--- config.mk ---
export PLATFORM = sky130hd
export DESIGN_NAME = mc_ctrl_fsm
export DESIGN_NICKNAME = d
export VERILOG_FILES = /design/src/rtl/mc_ctrl_fsm.sv
export SDC_FILE = /design/constraint.sdc
export NUM_CORES = 1
export LEC_CHECK = 0
export CELL_PAD_IN_SITES_DETAIL_PLACEMENT = 0
export CELL_PAD_IN_SITES_GLOBAL_PLACEMENT = 1
export CORE_UTILIZATION = 37
export DETAILED_ROUTE_END_ITERATION = 10
export GPL_TIMING_DRIVEN = 0
export PLACE_DENSITY_LB_ADDON = 0.1
export SLEW_MARGIN = 10
export SYNTH_ARGS = -nofsm -noshare
export SYNTH_HDL_FRONTEND = slang
export SYNTH_SLANG_ARGS = --single-unit
--- constraint.sdc ---
create_clock -name clk -period 3.47 [get_ports clk]
set_input_delay 0.694 -clock clk [delete_from_list [all_inputs] [get_ports clk]]
set_output_delay 0.694 -clock clk [all_outputs]
set_load 0.05 [all_outputs]
--- src/rtl/mc_ctrl_fsm.sv ---
// -----------------------------------------------------------------------------
// mc_ctrl_fsm
//   Multi-cycle main control FSM for the MIPS CPU. Walks one instruction
//   through IF/ID/EX/MEM/WB, drives the shared datapath controls, stalls on the
//   unified-memory ready handshake and counts retired instructions.
//
// Ports
//   clk, rst            rising-edge clock, asynchronous active-high reset
//   Op, Funct           IR[31:26] / IR[5:0]
//   Zero                ALU zero flag (EX)
//   MemReady            memory accepts the pending access at this edge
//   PCWrite, IRWrite    PC / IR load enables
//   IorD                memory address select (0=PC, 1=ALUOut)
//   MemRead, MemWrite   memory requests
//   RegWrite            regfile write enable
//   RegDst, MemtoReg    regfile destination / write-data selects
//   ALUSrcA, ALUSrcB    ALU operand selects
//   ALUOp               operation class passed to ALUControl
//   PCSource            next-PC select
//   State               current state (IF=0, ID=1, EX=2, MEM=3, WB=4)
//   InstRet             retired-instruction counter (wraps)
//   Illegal             one-cycle pulse for an unsupported Op/Funct in ID
// -----------------------------------------------------------------------------
module mc_ctrl_fsm #(
    parameter int CNT_W = 32
) (
    input  logic             clk,
    input  logic             rst,
    input  logic [5:0]       Op,
    input  logic [5:0]       Funct,
    input  logic             Zero,
    input  logic             MemReady,
    output logic             PCWrite,
    output logic             IRWrite,
    output logic             IorD,
    output logic             MemRead,
    output logic             MemWrite,
    output logic             RegWrite,
    output logic [1:0]       RegDst,
    output logic [1:0]       MemtoReg,
    output logic             ALUSrcA,
    output logic [1:0]       ALUSrcB,
    output logic [3:0]       ALUOp,
    output logic [1:0]       PCSource,
    output logic [2:0]       State,
    output logic [CNT_W-1:0] InstRet,
    output logic             Illegal
);

    // ALUOp codes shared with ALUControl
    localparam logic [3:0] ALUOP_LS    = 4'd0;
    localparam logic [3:0] ALUOP_RTYPE = 4'd1;
    localparam logic [3:0] ALUOP_BEQ   = 4'd2;
    localparam logic [3:0] ALUOP_BNE   = 4'd3;
    localparam logic [3:0] ALUOP_ADDI  = 4'd4;
    localparam logic [3:0] ALUOP_ADDIU = 4'd5;
    localparam logic [3:0] ALUOP_ANDI  = 4'd6;
    localparam logic [3:0] ALUOP_ORI   = 4'd7;
    localparam logic [3:0] ALUOP_XORI  = 4'd8;
    localparam logic [3:0] ALUOP_SLTI  = 4'd9;
    localparam logic [3:0] ALUOP_SLTIU = 4'd10;
    localparam logic [3:0] ALUOP_LUI   = 4'd11;

    localparam logic [5:0] OP_R   = 6'b000000;
    localparam logic [5:0] OP_J   = 6'b000010;
    localparam logic [5:0] OP_JAL = 6'b000011;
    localparam logic [5:0] OP_BEQ = 6'b000100;
    localparam logic [5:0] OP_BNE = 6'b000101;
    localparam logic [5:0] OP_LW  = 6'b100011;
    localparam logic [5:0] OP_SW  = 6'b101011;
    localparam logic [5:0] FN_JR   = 6'b001000;
    localparam logic [5:0] FN_JALR = 6'b001001;

    localparam logic [CNT_W-1:0] CNT_ONE = {{(CNT_W-1){1'b0}}, 1'b1};

    typedef enum logic [2:0] {
        S_IF  = 3'd0,
        S_ID  = 3'd1,
        S_EX  = 3'd2,
        S_MEM = 3'd3,
        S_WB  = 3'd4
    } state_t;

    // Supported R-type function codes (shifts, arithmetic, logic, set, jr/jalr)
    function automatic logic f_funct_ok(input logic [5:0] fn);
        case (fn)
            6'b000000, 6'b000010, 6'b000011, 6'b000100, 6'b000110, 6'b000111,
            6'b001000, 6'b001001,
            6'b100000, 6'b100001, 6'b100010, 6'b100011, 6'b100100, 6'b100101,
            6'b100110, 6'b100111, 6'b101010, 6'b101011: f_funct_ok = 1'b1;
            default:                                     f_funct_ok = 1'b0;
        endcase
    endfunction

    // I-type ALU opcodes map to their own ALUOp; 4'hF marks "not an I-type ALU op"
    function automatic logic [3:0] f_imm_aluop(input logic [5:0] op);
        case (op)
            6'b001000: f_imm_aluop = ALUOP_ADDI;
            6'b001001: f_imm_aluop = ALUOP_ADDIU;
            6'b001010: f_imm_aluop = ALUOP_SLTI;
            6'b001011: f_imm_aluop = ALUOP_SLTIU;
            6'b001100: f_imm_aluop = ALUOP_ANDI;
            6'b001101: f_imm_aluop = ALUOP_ORI;
            6'b001110: f_imm_aluop = ALUOP_XORI;
            6'b001111: f_imm_aluop = ALUOP_LUI;
            default:   f_imm_aluop = 4'hF;
        endcase
    endfunction

    state_t           r_state;
    state_t           w_next;
    logic             w_retire;
    logic [CNT_W-1:0] r_instret;
    logic             w_is_imm;
    logic             w_legal;

    logic       w_pcwrite, w_irwrite, w_iord, w_memread, w_memwrite, w_regwrite;
    logic [1:0] w_regdst, w_memtoreg, w_alusrcb, w_pcsource;
    logic       w_alusrca, w_illegal;
    logic [3:0] w_aluop;

    assign w_is_imm = (f_imm_aluop(Op) != 4'hF);
    assign w_legal  = (Op == OP_R) ? f_funct_ok(Funct)
                    : (Op == OP_J || Op == OP_JAL || Op == OP_BEQ || Op == OP_BNE ||
                       Op == OP_LW || Op == OP_SW || w_is_imm);

    // Raw control decode and next-state selection
    always_comb begin
        w_pcwrite  = 1'b0;
        w_irwrite  = 1'b0;
        w_iord     = 1'b0;
        w_memread  = 1'b0;
        w_memwrite = 1'b0;
        w_regwrite = 1'b0;
        w_regdst   = 2'b00;
        w_memtoreg = 2'b00;
        w_alusrca  = 1'b0;
        w_alusrcb  = 2'b00;
        w_aluop    = ALUOP_LS;
        w_pcsource = 2'b00;
        w_illegal  = 1'b0;
        w_next     = r_state;
        w_retire   = 1'b0;
        case (r_state)
            S_IF: begin
                w_memread = 1'b1;
                w_alusrcb = 2'b01;
                if (MemReady) begin
                    w_irwrite = 1'b1;
                    w_pcwrite = 1'b1;
                    w_next    = S_ID;
                end else begin
                    w_next    = S_IF;
                end
            end
            S_ID: begin
                w_alusrcb = 2'b11;
                if (Op == OP_J || Op == OP_JAL) begin
                    w_pcwrite  = 1'b1;
                    w_pcsource = 2'b10;
                    w_next     = S_IF;
                    w_retire   = 1'b1;
                    if (Op == OP_JAL) begin
                        w_regwrite = 1'b1;
                        w_regdst   = 2'b10;
                        w_memtoreg = 2'b10;
                    end else begin
                        w_regwrite = 1'b0;
                    end
                end else if (!w_legal) begin
                    // Dropped without retiring; no writes of any kind
                    w_illegal = 1'b1;
                    w_next    = S_IF;
                end else begin
                    w_next    = S_EX;
                end
            end
            S_EX: begin
                if (Op == OP_R && (Funct == FN_JR || Funct == FN_JALR)) begin
                    w_pcwrite  = 1'b1;
                    w_pcsource = 2'b11;
                    w_next     = S_IF;
                    w_retire   = 1'b1;
                    if (Funct == FN_JALR) begin
                        w_regwrite = 1'b1;
                        w_regdst   = 2'b01;
                        w_memtoreg = 2'b10;
                    end else begin
                        w_regwrite = 1'b0;
                    end
                end else if (Op == OP_R) begin
                    w_alusrca = 1'b1;
                    w_aluop   = ALUOP_RTYPE;
                    w_next    = S_WB;
                end else if (Op == OP_BEQ || Op == OP_BNE) begin
                    w_alusrca  = 1'b1;
                    w_aluop    = (Op == OP_BEQ) ? ALUOP_BEQ : ALUOP_BNE;
                    w_pcsource = 2'b01;
                    w_pcwrite  = (Op == OP_BEQ) ? Zero : ~Zero;
                    w_next     = S_IF;
                    w_retire   = 1'b1;
                end else if (Op == OP_LW || Op == OP_SW) begin
                    w_alusrca = 1'b1;
                    w_alusrcb = 2'b10;
                    w_next    = S_MEM;
                end else if (w_is_imm) begin
                    w_alusrca = 1'b1;
                    w_alusrcb = 2'b10;
                    w_aluop   = f_imm_aluop(Op);
                    w_next    = S_WB;
                end else begin
                    w_next    = S_IF;
                end
            end
            S_MEM: begin
                w_iord     = 1'b1;
                w_memread  = (Op == OP_LW);
                w_memwrite = (Op == OP_SW);
                if (MemReady) begin
                    if (Op == OP_LW) begin
                        w_next   = S_WB;
                    end else begin
                        w_next   = S_IF;
                        w_retire = 1'b1;
                    end
                end else begin
                    w_next = S_MEM;
                end
            end
            S_WB: begin
                w_regwrite = 1'b1;
                w_regdst   = (Op == OP_R)  ? 2'b01 : 2'b00;
                w_memtoreg = (Op == OP_LW) ? 2'b01 : 2'b00;
                w_next     = S_IF;
                w_retire   = 1'b1;
            end
            default: begin
                w_next = S_IF;
            end
        endcase
    end

    // Output stage: reset kills every request immediately, even mid-access
    always_comb begin
        if (rst) begin
            PCWrite  = 1'b0;
            IRWrite  = 1'b0;
            IorD     = 1'b0;
            MemRead  = 1'b0;
            MemWrite = 1'b0;
            RegWrite = 1'b0;
            RegDst   = 2'b00;
            MemtoReg = 2'b00;
            ALUSrcA  = 1'b0;
            ALUSrcB  = 2'b00;
            ALUOp    = 4'd0;
            PCSource = 2'b00;
            Illegal  = 1'b0;
        end else begin
            PCWrite  = w_pcwrite;
            IRWrite  = w_irwrite;
            IorD     = w_iord;
            MemRead  = w_memread;
            MemWrite = w_memwrite;
            RegWrite = w_regwrite;
            RegDst   = w_regdst;
            MemtoReg = w_memtoreg;
            ALUSrcA  = w_alusrca;
            ALUSrcB  = w_alusrcb;
            ALUOp    = w_aluop;
            PCSource = w_pcsource;
            Illegal  = w_illegal;
        end
    end

    assign State   = r_state;
    assign InstRet = r_instret;

    // State register and retired-instruction counter
    always_ff @(posedge clk or posedge rst) begin
        if (rst) begin
            r_state   <= S_IF;
            r_instret <= '0;
        end else begin
            r_state <= w_next;
            if (w_retire) begin
                r_instret <= r_instret + CNT_ONE;
            end else begin
                r_instret <= r_instret;
            end
        end
    end

endmodule
==> results of run 1 <==
==> routing by layer <==
| metal | GRT usage [%] | wire length, microns | share of wire [%] |
|---|---|---|---|
| met1 | 28.3 | 2860 | 49 |
| met2 | 27.0 | 2570 | 44 |
| met3 | 4.27 | 387 | 6.6 |
| met4 | 3.93 | 31 | 0.53 |
| met5 | 0 | 0 | 0 |
==> flip-flops by register name (all words and copies together) (netlist names) <==
name and flops:
InstRet 32, State 3
==> cell usage in the layout, fill, tap and decap left out, types with 5 or more instances in the layout <==
cell type,netlist,layout
clkdlybuf4s50_1,0,50
dfrtp_1,35,35
nand2_1,28,28
xor2_1,23,23
nor2_1,18,17
nor3_1,16,15
a21oi_1,13,12
nand3_1,10,10
clkbuf_1,9,9
and3_1,9,9
nand4_1,9,9
xnor2_1,8,8
inv_1,8,7
dlygate4sd2_1,0,6
buf_2,4,5
clkbuf_8,0,5
==> cells in the mapped netlist, drive strengths merged (2+ instances only) <==
library cell	n	area share, %
nor4	8	3.9
dfrtp	35	38
nor2b	3	0.81
o21ai	5	1.1
a21oi	13	2.8
mux2i	2	0.87
nor3b	5	1.6
o21a	3	0.97
buf	6	1.5
nor3	16	3.5
nand4	9	2.4
and4	3	1.1
clkbuf	9	1.5
and3	9	2.4
a21boi	2	0.65
nand2b	4	1.1
xor2	23	8.7
inv	8	1.3
nand4b	2	0.76
or2	2	0.54
and2	5	1.4
nand2	28	4.5
xnor2	8	3.0
nand3	10	2.2
ha	5	2.7
nor2	19	3.2
nor4b	4	1.5
nand3b	2	0.65
==> per-stage QoR <==
step                      hold WS [ps]  instances
after CTS                          471        412
after detailed placement           462        405
final                              463        412
after global routing               503        412
after global placement             457        405
after floorplan                    771        261
==> report_power, final <==
| group | leakage (nW) | switching, mW | internal (mW) |
|---|---|---|---|
| registers | 0.383 | 0.0314 | 0.432 |
| clock network | 0.0422 | 0.143 | 0.141 |
| logic | 0.848 | 0.225 | 0.115 |
| total | 1.27 | 0.399 | 0.688 |
==> timing repair <==
action | 4_1_cts | 5_1_grt
hold endpoints to repair | 0 | 0
gates resized for setup | 59 | 13
endpoints found under the setup margin | 17 | 13
==> logic make-up (layout without fill, tap and decap cells) <==
logic type | after synthesis | after routing | share of synthesized area [%]
AOI/OAI and AO/OA | 31 | 31 | 8.83
xor gates and xnor gates | 31 | 31 | 11.7
adders and majority gates | 5 | 5 | 2.71
buffers and inverters | 23 | 99 | 4.28
DFF | 35 | 35 | 37.9
muxes | 2 | 2 | 0.866
and+or+nand+nor | 134 | 134 | 33.7
==> layout make-up <==
cell class	count	share of cell area [%]
plain buffers	14	2.07
clock buffers	7	2.38
clock inverters	1	0.156
inverters	8	1.01
multi-input cells	203	42.9
flip-flops and latches	35	27.3
well taps	75	2.93
repair buffers	69	21.2
==> worst max-delay path, cell delays in order <==
cell and delay (ps):
clkdlybuf4s50_1 480, or3_4 430, or3b_1 390, o32a_1 370, nor3_2 140, buf_6 180
==> worst min-delay path by stage <==
stage                     start  depth (start not counted)           to  slack, ps
floorplan            InstRet[1]                          2   InstRet[1]        770
global placement    InstRet[31]                          1  InstRet[31]        460
detailed placement  InstRet[31]                          1  InstRet[31]        460
CTS                 InstRet[31]                          1  InstRet[31]        470
global route        InstRet[31]                          1  InstRet[31]        500
finish              InstRet[31]                          1  InstRet[31]        460
==> impl_metrics.env, run 1 <==
export IMPL_finalPower_mw=1.09
export IMPL_grt_pass1_vias=1955
export IMPL_clockBufferDepth=2
export IMPL_dp_slack_ps=-742
export IMPL_areaGrowthSynthToFinish_pct=38.7
export IMPL_vias=2161
export IMPL_fin_crit_sh_pct=97.7
export IMPL_utilization_pct=53.8
export IMPL_nets=357
export IMPL_final_min_clock_period_ps=3390
export IMPL_setup_slack_ps=79.7
export IMPL_vias_per_cell=5.25
export IMPL_multi_input_area_sq_mm=0.00138
export IMPL_drc=0
export IMPL_antenna_found_initial=0
export IMPL_rr_worst_depth=8
export IMPL_r2r_start="State[1]"
export IMPL_max_slew_margin_pct=60.6
export IMPL_synth_nets=282
export IMPL_design_area_sq_mm=0.00321
export IMPL_num_antenna_cells=0
export IMPL_synth_cells=261
export IMPL_routed_wl_microns=5840
export IMPL_worst_setup_path_startpoint="Op[4]"
export IMPL_post_dp_hpwl_microns=4460
export IMPL_nFillCells=586
export IMPL_dpl_cell_area_sq_mm=0.00311
export IMPL_overflow=0
export IMPL_cp_max_fo=5
export IMPL_worstPathRequired_ps=2780
export IMPL_holdBufCountCts=0
export IMPL_synth_edff_count=0
export IMPL_fmaxAchievable_mhz=295
export IMPL_grt_start_max_net_pins=37
export IMPL_cp_start_kind="primary input"
export IMPL_ff2ff_setup_slack_ps=1200
export IMPL_track_usage_pct=18.8
export IMPL_syn_area_per_cell_sq_um=8.85
export IMPL_path_class="in2out"
export IMPL_final_max_slew_viol_count=0
export IMPL_die_area_sq_mm=0.00657
export IMPL_ys_seq_area_share_pct=37.9
export IMPL_status="finished clean"
export IMPL_ys_async_sr_fraction_pct=100
export IMPL_cts_root_buf="clkbuf_8"
export IMPL_max_vdd_ir_drop_uv=247
export IMPL_die_width_microns=81.0
export IMPL_hold_viol=0
export IMPL_rr_endpoint="InstRet[19]"
export IMPL_drv_cap=0
export IMPL_cp_end_kind="output pin"
export IMPL_ys_types=47
export IMPL_fin_skew_ps=11.8
export IMPL_fp_coreArea_sq_mm=0.00596
export IMPL_synth_ff_type="dfrtp_1"
export IMPL_wl_per_cell_microns=14.2
export IMPL_path_clk_slew_ps=70
export IMPL_die_h_microns=81.0
export IMPL_cp_data_arrival_time_ps=2700
export IMPL_post_cts_setup_buffer_count=0
export IMPL_firstDrtPassIters=4
export IMPL_ys_seq_elements=35
export IMPL_drtIter0Drc=144
export IMPL_drive_above_1_share_pct=12.8
export IMPL_endpoint="PCWrite"
export IMPL_row_count=28
export IMPL_clkSinkCount=35
export IMPL_yosysWarnings=0
export IMPL_numCtsBuffers=5
export IMPL_drtAntennaViolNets=0
export IMPL_min_path_type="reg2reg"
export IMPL_synth_area_sq_mm=0.00231
export IMPL_tritoncts="yes"
export IMPL_clk_latency_ps=280
export IMPL_fin_setup_tns_ps=0
export IMPL_rsz0062_at_grt="false"
export IMPL_power_leakage_nw=1.27
export IMPL_gp_congestion=0.812
export IMPL_setup_violations=0
export IMPL_seqCellArea_sq_um=876
export IMPL_tightest_slew_ps=591
export IMPL_initial_utilization_pct=38.8
export IMPL_cts_max_level=2
export IMPL_io_pins=71
export IMPL_powerDensity_mw_per_mm2=339
export IMPL_grt_first_pass_wirelength_microns=9580
export IMPL_port_buffers=69
(Power assumes the default switching activity.)
==> inputs of run 2 (changes only) <==
- CORE_UTILIZATION: 37 -> 35
- HOLD_SLACK_MARGIN: default -> 0.05
==> impl_metrics.env, run 2 (synthesized netlist as in run 1, its figures left out) <==
export IMPL_clk_latency_ps=290
export IMPL_endpoint="PCWrite"
export IMPL_fin_skew_ps=10.2
export IMPL_vias_per_cell=5.17
export IMPL_final_min_clock_period_ps=3380
export IMPL_fin_crit_sh_pct=97.4
export IMPL_cp_start_kind="primary input"
export IMPL_die_area_sq_mm=0.00693
export IMPL_max_slew_margin_pct=57.8
export IMPL_cts_max_level=2
export IMPL_areaGrowthSynthToFinish_pct=38.2
export IMPL_ff2ff_setup_slack_ps=1230
export IMPL_drive_above_1_share_pct=13.1
export IMPL_rr_endpoint="InstRet[10]"
export IMPL_r2r_start="State[1]"
export IMPL_cp_end_kind="output pin"
export IMPL_track_usage_pct=17.8
export IMPL_cp_slowest_cell="clkdlybuf4s50_1"
export IMPL_clkSinkCount=35
export IMPL_clockBufferDepth=2
export IMPL_status="finished clean"
export IMPL_path_clk_slew_ps=70
export IMPL_grt_first_pass_wirelength_microns=9970
export IMPL_overflow=0
export IMPL_worst_setup_path_startpoint="Op[0]"
export IMPL_gp_congestion=0.860
export IMPL_grt_pass1_vias=1982
export IMPL_slowest_delay_ps=530
export IMPL_tritoncts="yes"
export IMPL_design_area_sq_mm=0.00319
export IMPL_hold_viol=0
export IMPL_top_usage_layer="met1"
export IMPL_die_width_microns=83.3
export IMPL_io_pins=71
export IMPL_placedCellCount=407
export IMPL_initial_utilization_pct=36.4
export IMPL_tightest_slew_ps=633
export IMPL_post_cts_setup_buffer_count=0
export IMPL_powerDensity_mw_per_mm2=341
export IMPL_final_cells=414
export IMPL_grtUsageMet2_pct=26.0
export IMPL_max_vdd_ir_drop_uv=324
export IMPL_die_h_microns=83.3
export IMPL_layout_commonest_cell="clkdlybuf4s50_1"
export IMPL_cp_data_arrival_time_ps=2690
export IMPL_drtIter0Drc=116
export IMPL_post_dp_hpwl_microns=4500
export IMPL_drc=0
export IMPL_power_leakage_nw=1.25
export IMPL_numCtsBuffers=5
export IMPL_met1_usage_pct=26.7
export IMPL_setup_slack_ps=90.7
export IMPL_drtAntennaViolNets=0
export IMPL_nets=357
export IMPL_vias=2142
export IMPL_critical_path_cell_chain="clkdlybuf4s50_1 -> inv_1 -> ha_2 -> and2_2 -> and2_1 -> o32a_1 -> nor3_2 -> buf_4"
export IMPL_firstDrtPassIters=4
export IMPL_cp_max_fo=8
export IMPL_min_path_type="reg2reg"
export IMPL_grt_start_max_net_pins=37
export IMPL_final_max_slew_viol_count=0
export IMPL_fmaxAchievable_mhz=296
export IMPL_largest_reg_flops=32
export IMPL_drv_cap=0
export IMPL_port_buffers=69
export IMPL_cts_root_buf="clkbuf_8"
export IMPL_path_class="in2out"
export IMPL_wl_per_cell_microns=14.2
export IMPL_holdBufCountCts=0
export IMPL_num_antenna_cells=0
export IMPL_fp_coreArea_sq_mm=0.00635
export IMPL_rr_worst_depth=8
export IMPL_setup_violations=0
export IMPL_dp_slack_ps=-738
export IMPL_routed_wl_microns=5890
export IMPL_layout_common_cells="51 x clkdlybuf4s50_1, 35 x dfrtp_1, 28 x nand2_1"
export IMPL_dpl_cell_area_sq_mm=0.00311
export IMPL_row_count=29
export IMPL_antenna_found_initial=0
export IMPL_met3_usage_pct=3.08
export IMPL_worstPathRequired_ps=2780
run 2: repair_timing:
action                     in CTS  in global routing
resized for setup              60                  8
setup endpoints to repair      18                 11
hold endpoints to repair        0                  0
cloned                          0                  0
run 2: through the flow:
step                      setup TNS (ps)  hold WS (ps)  power [mW]  util [%]
after floorplan                        0           771       0.694         -
after global placement             -7830           454       0.812      49.0
after detailed placement           -7050           471       0.813      49.0
after CTS                              0           483        1.10      50.2
after global routing               -11.8           498        1.15      50.3
final                                  0           476        1.09      50.3
run 2: worst max-delay path: cells and delay by family:
family | cells | cell delay (ps)
fa+ha+maj | 1 | 240
simple gates | 3 | 550
compound gates | 1 | 360
buf+inv | 3 | 850
run 2: power by group:
| group | internal, mW | switching [mW] |
|---|---|---|
| Combinational | 0.114 | 0.224 |
| Clock | 0.141 | 0.144 |
| Sequential | 0.432 | 0.0346 |
run 2: how the worst min path moves through the flow:
stage / start / end / slack (ps) / depth (start not counted)
floorplan: InstRet[1] / InstRet[1] / 770 / 2
global placement: InstRet[31] / InstRet[31] / 450 / 1
detailed placement: InstRet[31] / InstRet[31] / 470 / 1
CTS: InstRet[31] / InstRet[31] / 480 / 1
global route: InstRet[31] / InstRet[31] / 500 / 1
finish: InstRet[31] / InstRet[31] / 480 / 1
run 2: cell type report:
type	count	area (sq um)
multi-input cells	203	1370
repair buffers	69	669
well taps	77	96.3
clock inverters	1	5.00
clock buffers	7	76.3
fillers	608	3160
inverters	8	32.5
plain buffers	14	67.6
flip-flops and latches	35	876
run 2: routing by layer:
layer / routed length (microns) / share of wire [%]
met2: 2570 / 44
met3: 259 / 4.4
met4: 53 / 0.90
met5: 0 / 0
met1: 3010 / 51
==> inputs of run 3 (changes only) <==
- CTS_CLUSTER_DIAMETER: default -> 40
- SLEW_MARGIN: 10 -> 20
- clock period: 3.47 -> 3.7 ns (I/O delays scaled with it)
==> impl_metrics.env, run 3 (synthesized netlist as in run 1, its figures left out) <==
export IMPL_rsz0062_at_grt="false"
export IMPL_cp_end_kind="output pin"
export IMPL_path_clk_slew_ps=70
export IMPL_clk_latency_ps=290
export IMPL_cp_data_arrival_time_ps=2800
export IMPL_clkSinkCount=35
export IMPL_nets=358
export IMPL_vias_per_cell=5.24
export IMPL_grt_start_max_net_pins=27
export IMPL_gp_congestion=0.818
export IMPL_post_dp_hpwl_microns=4590
export IMPL_fmaxAchievable_mhz=282
export IMPL_hold_viol=0
export IMPL_min_path_type="reg2reg"
export IMPL_power_leakage_nw=1.29
export IMPL_layout_commonest_cell="clkdlybuf4s50_1"
export IMPL_tightest_slew_ps=625
export IMPL_drtIter0Drc=145
export IMPL_cts_max_level=2
export IMPL_io_pins=71
export IMPL_r2r_start="State[1]"
export IMPL_fp_coreArea_sq_mm=0.00635
export IMPL_worstPathRequired_ps=2960
export IMPL_setup_violations=0
export IMPL_setup_slack_ps=159
export IMPL_ff2ff_setup_slack_ps=1450
export IMPL_track_usage_pct=18.4
export IMPL_drive_above_1_share_pct=10.9
export IMPL_rr_endpoint="InstRet[13]"
export IMPL_cts_root_buf="clkbuf_8"
export IMPL_initial_utilization_pct=36.4
export IMPL_tritoncts="yes"
export IMPL_port_buffers=69
export IMPL_path_class="in2out"
export IMPL_fin_skew_ps=11.9
export IMPL_die_width_microns=83.3
export IMPL_wl_per_cell_microns=14.7
export IMPL_die_h_microns=83.3
export IMPL_row_count=29
export IMPL_final_min_clock_period_ps=3540
export IMPL_clockBufferDepth=2
export IMPL_max_vdd_ir_drop_uv=359
export IMPL_holdBufCountCts=0
export IMPL_vias=2176
export IMPL_drc=0
export IMPL_powerDensity_mw_per_mm2=322
export IMPL_max_slew_margin_pct=58.4
export IMPL_num_antenna_cells=0
export IMPL_die_area_sq_mm=0.00693
export IMPL_firstDrtPassIters=4
export IMPL_final_max_slew_viol_count=0
export IMPL_largest_reg_flops=32
export IMPL_numCtsBuffers=5
export IMPL_fin_crit_sh_pct=95.7
export IMPL_antenna_found_initial=0
export IMPL_cp_max_fo=5
export IMPL_utilization_pct=50.1
export IMPL_cp_start_kind="primary input"
export IMPL_status="finished clean"
export IMPL_areaGrowthSynthToFinish_pct=37.6
export IMPL_endpoint="RegDst[1]"
export IMPL_layout_common_cells="53 x clkdlybuf4s50_1, 35 x dfrtp_1, 28 x nand2_1"
export IMPL_grt_pass1_vias=2076
export IMPL_drv_cap=0
export IMPL_routed_wl_microns=6080
export IMPL_rr_worst_depth=8
export IMPL_overflow=0
export IMPL_drtAntennaViolNets=0
export IMPL_dp_slack_ps=-624
export IMPL_worst_setup_path_startpoint="Op[4]"
export IMPL_grt_first_pass_wirelength_microns=10300
## run 3: cell types whose count changed in the layout (fill, tap and decap cells not counted), moves of 2 or more
cell / previous run / this run
buf_4: 4 / 1
clkdlybuf4s15_2: 4 / 1
clkdlybuf4s50_1: 51 / 53
dlygate4sd2_1: 7 / 5
dlymetal6s2s_1: 1 / 3
## run 3: cell type report
type | count | area [sq um]
fill | 628 | 3170
multi-input combinational | 203 | 1340
sequential | 35 | 876
timing repair buffer | 70 | 683
tap | 77 | 96.3
clock buffer | 6 | 72.6
buffer | 14 | 66.3
inverter | 8 | 30.0
clock inverter | 2 | 12.5
## run 3: layer usage
metal | part of all wire, % | routed length (microns) | GRT usage (%) | vias to the layer above
met5 | 0 | 0 | 0 | -
met3 | 5.2 | 315 | 3.68 | 7
met4 | 0.76 | 46 | 4.23 | 0
met1 | 52 | 3140 | 27.6 | 1041
met2 | 42 | 2580 | 26.9 | 64
li1 | - | - | - | 1064
## run 3: per-stage QoR
| stage | hold slack, ps | cells | instance area [sq um] | TNS (ps) | total power, mW |
|---|---|---|---|---|---|
| 6_report | 464 | 415 | 3180 | 0 | 1.03 |
| 5_1_grt | 484 | 415 | 3180 | 0 | 1.08 |
| 4_1_cts | 468 | 415 | 3180 | 0 | 1.04 |
| 3_5_place_dp | 458 | 408 | 3120 | -4610 | 0.761 |
| 3_3_place_gp | 456 | 407 | 3100 | -5640 | 0.757 |
| 2_1_floorplan | 771 | 261 | 2310 | 0 | 0.650 |
## run 3: worst min-delay path by stage
stage,from,to,slack [ps],cells past startpoint
6_report,InstRet[31],InstRet[31],460,1
5_1_grt,InstRet[31],InstRet[31],480,1
4_1_cts,InstRet[31],InstRet[31],470,1
2_1_floorplan,InstRet[1],InstRet[1],770,2
3_3_place_gp,InstRet[31],InstRet[31],460,1
3_5_place_dp,InstRet[31],InstRet[31],460,1
## run 3: worst max-delay path, cell delays in order
cell	delay (ps)
clkdlybuf4s50_1	470
or3_4	420
nor3b_1	450
and2_1	190
dlygate4sd2_1	520
## run 3: timing repair
action / CTS / global route
hold endpoints to repair: 0 / 0
cloned: 0 / 0
pin swaps: 0 / 0
setup buffers: 0 / 0
resized for setup: 37 / 18
endpoints found under the setup margin: 14 / 14
## run 3: power breakdown
group	switching, mW	internal [mW]	total (mW)
sequential	0.0287	0.405	0.433
combinational	0.207	0.108	0.315
clock	0.146	0.132	0.278
